<file path="config.mk">
export PLATFORM = sky130hd
export DESIGN_NAME = frame_scheduler
export DESIGN_NICKNAME = d
export VERILOG_FILES = /design/src/rtl/frame_scheduler.sv
export SDC_FILE = /design/constraint.sdc
export NUM_CORES = 1
export LEC_CHECK = 0
export BUFFER_PORTS_ARGS = -buffer_cell sky130_fd_sc_hd__buf_4
export CAP_MARGIN = 20
export CORE_AREA = 2 2 78 80
export DETAILED_ROUTE_END_ITERATION = 8
export DIE_AREA = 0 0 80 82
export PLACE_DENSITY_LB_ADDON = 0.3
export SYNTH_ARGS = -nofsm -noshare
export SYNTH_HDL_FRONTEND = slang
export SYNTH_SLANG_ARGS = --single-unit
export TNS_END_PERCENT = 50
</file>
<file path="constraint.sdc">
create_clock -name clk -period 2.38 [get_ports clk]
set_clock_uncertainty 0.15 [all_clocks]
set_input_delay 0.595 -clock clk [delete_from_list [all_inputs] [get_ports clk]]
set_output_delay 0.595 -clock clk [all_outputs]
set_load 0.01 [all_outputs]
</file>
<file path="src/rtl/frame_scheduler.sv">
// frame_scheduler: paces game-state updates against the VGA raster.
// Decodes start-of-vblank and start-of-display from the raster counters,
// emits a per-frame tick, and runs a req/ack/done handshake with the
// update engine once every (speed_div+1) frames. If an update is still
// in progress when the visible area starts again, it flags an overrun.
// Optional feature macro: FRAME_SCHED_OVERRUN_CNT_EN adds an 8-bit
// saturating overrun counter output (overrun_cnt).
module frame_scheduler #(
    parameter int H_TOTAL   = 800,
    parameter int V_DISPLAY = 480,
    parameter int V_TOTAL   = 525,
    parameter int DIV_WIDTH = 4
) (
    input  logic                 clk,
    input  logic                 rst,
    input  logic [15:0]          h_pos,
    input  logic [15:0]          v_pos,
    input  logic                 enable,
    input  logic [DIV_WIDTH-1:0] speed_div,
    output logic                 upd_req,
    input  logic                 upd_ack,
    input  logic                 upd_done,
    output logic                 frame_tick,
    output logic                 vblank,
    output logic [15:0]          frame_cnt,
    output logic                 busy,
    output logic                 overrun
`ifdef FRAME_SCHED_OVERRUN_CNT_EN
    ,
    output logic [7:0]           overrun_cnt
`endif
);

    localparam logic [15:0] H_LAST  = 16'(H_TOTAL - 1);
    localparam logic [15:0] V_VIS   = 16'(V_DISPLAY);
    localparam logic [15:0] V_VLAST = 16'(V_DISPLAY - 1);
    localparam logic [15:0] V_LAST  = 16'(V_TOTAL - 1);

    typedef enum logic [1:0] {
        IDLE = 2'd0,
        REQ  = 2'd1,
        BUSY = 2'd2
    } state_t;

    state_t               state, state_nxt;
    logic [DIV_WIDTH-1:0] div_cnt;
    logic                 issue;
    logic                 vb_evt, disp_evt, ovr_set;

    // Exact-compare raster decode; anything out of range never matches.
    assign vb_evt   = (h_pos == H_LAST) && (v_pos == V_VLAST);
    assign disp_evt = (h_pos == H_LAST) && (v_pos == V_LAST);
    assign ovr_set  = disp_evt && (state != IDLE);

    // Raster-derived outputs: vblank flag, frame tick and frame counter.
    always_ff @(posedge clk or posedge rst) begin
        if (rst) begin
            vblank     <= 1'b0;
            frame_tick <= 1'b0;
            frame_cnt  <= '0;
            overrun    <= 1'b0;
        end else begin
            vblank     <= (v_pos >= V_VIS);
            frame_tick <= vb_evt;
            overrun    <= ovr_set;
            if (vb_evt)
                frame_cnt <= frame_cnt + 16'd1;
        end
    end

    // Frame divider: decides on each tick edge whether this frame updates.
    // It keeps running regardless of enable or FSM state, so a disabled or
    // busy period does not shift the update cadence.
    always_ff @(posedge clk or posedge rst) begin
        if (rst) begin
            div_cnt <= '0;
            issue   <= 1'b0;
        end else begin
            issue <= 1'b0;
            if (vb_evt) begin
                if (div_cnt >= speed_div) begin
                    issue   <= 1'b1;
                    div_cnt <= '0;
                end else begin
                    div_cnt <= div_cnt + 1'b1;
                end
            end
        end
    end

    // Handshake state register; busy is registered from the next state.
    always_ff @(posedge clk or posedge rst) begin
        if (rst) begin
            state <= IDLE;
            busy  <= 1'b0;
        end else begin
            state <= state_nxt;
            busy  <= (state_nxt != IDLE);
        end
    end

    // Next-state and request decode. Issues arriving outside IDLE are dropped.
    always_comb begin
        state_nxt = state;
        upd_req   = 1'b0;
        case (state)
            IDLE: begin
                if (issue && enable)
                    state_nxt = REQ;
            end
            REQ: begin
                upd_req = 1'b1;
                if (upd_ack)
                    state_nxt = upd_done ? IDLE : BUSY;
            end
            BUSY: begin
                if (upd_done)
                    state_nxt = IDLE;
            end
            default: state_nxt = IDLE;
        endcase
    end

`ifdef FRAME_SCHED_OVERRUN_CNT_EN
    logic en_q;

    // Saturating overrun counter, cleared on a rising edge of enable.
    always_ff @(posedge clk or posedge rst) begin
        if (rst) begin
            en_q        <= 1'b0;
            overrun_cnt <= '0;
        end else begin
            en_q <= enable;
            if (enable && !en_q)
                overrun_cnt <= '0;
            else if (ovr_set && (overrun_cnt != 8'hFF))
                overrun_cnt <= overrun_cnt + 8'd1;
        end
    end
`endif

endmodule
</file>
==> key figures <==
Worst setup path
  • Worst Setup Start Kind: register
  • Crit path capture type: register
  • Crit path kind: reg2reg
  • CP arrival: 2.05 ns
  • Worst EP required: 2.42 ns
  • CP Max Fanout: 5

Global routing
  • Global Route Usage Sum: a little under a tenth
  • First-pass GRT wire length: approximately 5 mm
  • Gr ovfl total: 0
  • Antenna violations before repair: 0
  • Via count of the first global-routing pass: 1120
  • Largest net degree at the start of global routing: 28

Cells and area
  • ANT cells: 0
  • # fillers: ~600
  • Share of cells above drive strength 1: 35.5%
  • Register area: 676 sq um
  • Layout Nets: about 250
  • Final Core Density: 34.8%
  • Area growth syn-to-layout: 43.2%
  • Finished Layout Cells: around 280
  • Multi-input combinational cell area: 663 sq um

Placement
  • Cells after DPL: 274
  • GPL Wtd Cong: 0.753
  • Detailed placer's ending HPWL: 2.43 mm
  • Buffers on Ports: just over 60

Timing
  • Max_slew headroom: 74.4%
  • Crit share post-route: 84.7%
  • Final Hold Fails: 0
  • RSZ-0062 raised after global routing: no
  • Worst-margin pin slew: ~0.38 ns
  • TNS Setup: 0 ns
  • Max Slew Vio Count: 0
  • Min Clock Period, post-route: 2.02 ns
  • Finish-stage setup viols: 0
  • Highest clock rate: 496 MHz

Floorplanning
  • Rows: 28
  • Die height: 82 um
  • I/O Pins: 62
  • Die area: 6560 sq um
  • Core box area: 5750 sq um
  • Starting density of the core: 24.3%
  • Chip width: 80 um

Power and ir drop
  • Clock power share: around a third
  • Worst VDD drop: 0.000199 V
  • Switching pwr: 174 uW
  • Part of the power in combinational logic: slightly below 10%
  • Sw Ratio: 21.8%
  • Sequential fraction of design power: between 50% and 60%
  • Overall power: roughly 800 uW
  • Cell Int Power: 626 uW
  • P_leak: 0.998 nW
  • PD cells: 401 nW/um^2

Drt
  • Vias per inst: 4.31
  • Via count: 1198
  • Detailed Route WL: between 3 and 4 mm
  • 1st-iter DRT viols: 34
  • Antenna viol nets, final: 0
  • Pre-Repair DR Iteration Count: 4
  • DR WL/cell: ~11 um
  • Drc violations: 0

Clock tree
  • H-tree Lvls: 1
  • Number of buffers created by CTS: 3
  • Sink Count: 27
  • Postcts setup bufs: 0
  • Clk_lat worst skew: 0.27 ns
  • CTS tree: built
  • CTS resizes: 0
  • CTS Buffer Depth: 2
  • CTS root buffer: clkbuf_8
  • Hold_buf cts: 0
  • Clock slew at reported path FFs: 0.10 ns

Yosys
  • Main synth FF type: dfrtp_1
  • Most numerous cell in the Yosys netlist: dfrtp_1
  • Sequential share of the synthesized area: 48.4%
  • Post-Syn Nets: between 150 and 200
  • Cells after synthesis: 138
  • FF+latch count, synth: 27
  • Async SR Flop Fraction: 100%
  • Avg Inst Size Synth: 10.1 sq um
  • Synth Warn #: 0
  • Cell variety after synth: 34
  • Post-synth EDFFs: 0
  • Post-synth top cells: 27 x dfrtp_1, 14 x nand2_1, 12 x xnor2_1
  • Synth Cell Area: 1400 sq um
  • Largest cells by area after synthesis: dfrtp_1 48%, xnor2_1 7.5%, ha_1 5.4%, nand2_1 3.8%, nand3_1 3.6%
  • Cell taking the most area after synthesis: dfrtp_1
  • Yosys top cell area share: 48.4%

Run status
  • Outcome: complete, no violations

Worst hold path
  • Worst Hold Class: in2async

Job
  • Max Cap Viol: 0
==> stage by stage <==
step           cell area, sq um  hold WS (ns)  worst slack (ns)
4_1_cts                    2000         0.250             0.355
6_report                   2000         0.228             0.365
3_3_place_gp               1950         0.313             0.180
5_1_grt                    2000         0.268             0.252
3_5_place_dp               1950         0.318             0.132
2_1_floorplan              1400         0.302             0.391
==> worst max-delay path: stages, from the launching register on <==
cell and delay [ns]:
dfrtp_1 0.43, inv_1 0.07, ha_1 0.26, nand2b_1 0.13, a2111oi_0 0.37, or3_1 0.28
a21oi_1 0.09, o22ai_1 0.16
==> power groups by stage <==
stage	Clock [mW]	Sequential, mW	Combinational, mW
CTS	0.272	0.458	0.0811
global route	0.288	0.459	0.0892
floorplan	0	0.468	0.0212
detailed placement	0	0.468	0.0809
global placement	0	0.468	0.0796
finish	0.263	0.458	0.0790
==> worst paths after layout <==
path | slack (ns) | cells past startpoint | start | end
min | 0.23 | 3 | rst | frame_cnt[8]
min in group clk | 0.33 | 2 | upd_done | state[1]
max reg2reg | 0.36 | 7 | div_cnt[0] | div_cnt[3]
min reg2reg | 0.34 | 1 | frame_cnt[15] | frame_cnt[15]
max | 0.36 | 7 | div_cnt[0] | div_cnt[3]
max in group asynchronous | 1.59 | 3 | rst | busy
==> routing by layer <==
layer / GRT usage [%] / routed length, um / share of wire (%)
met1: 13.3 / 1500 / 49
met5: 0 / 0 / 0
met2: 15.3 / 1360 / 44
met4: 3.05 / 33 / 1.1
met3: 1.21 / 178 / 5.8
==> layout by cell type, fill, tap and decap left out, drive strengths merged, types with 6 or more instances in the layout <==
master	synthesis	layout
buf	2	63
dfrtp	27	27
nand2	15	15
xnor2	12	12
nor2	11	11
nand3	11	11
inv	9	9
nand4	6	6
and3	6	6
ha	6	6
==> kinds of logic (layout without fill, tap and decap cells) <==
logic type / count (synthesis) / after routing / synth area share, %
simple gates: 68 / 68 / 27.4
compound gates: 10 / 10 / 4.48
flops: 27 / 27 / 48.4
xor+xnor: 15 / 15 / 9.42
buf+inv: 11 / 76 / 4.04
fa+ha+maj: 6 / 6 / 5.38
mux: 1 / 1 / 0.807
==> flip-flops by register name (all words and copies together), names as in the netlist <==
name        cells
state           2
div_cnt         4
issue           1
frame_tick      1
overrun         1
vblank          1
frame_cnt      16
busy            1
==> cell type report <==
class	count	share of cell area, %
Timing Repair Buffer	63	24.3
Clock buffer	3	2.07
Clock inverter	1	0.250
Inverter	9	1.69
Multi-Input combinational cell	100	33.2
Sequential cell	27	33.8
Tap cell	75	4.70
No activity file was read; power rests on OpenSTA's default activity.
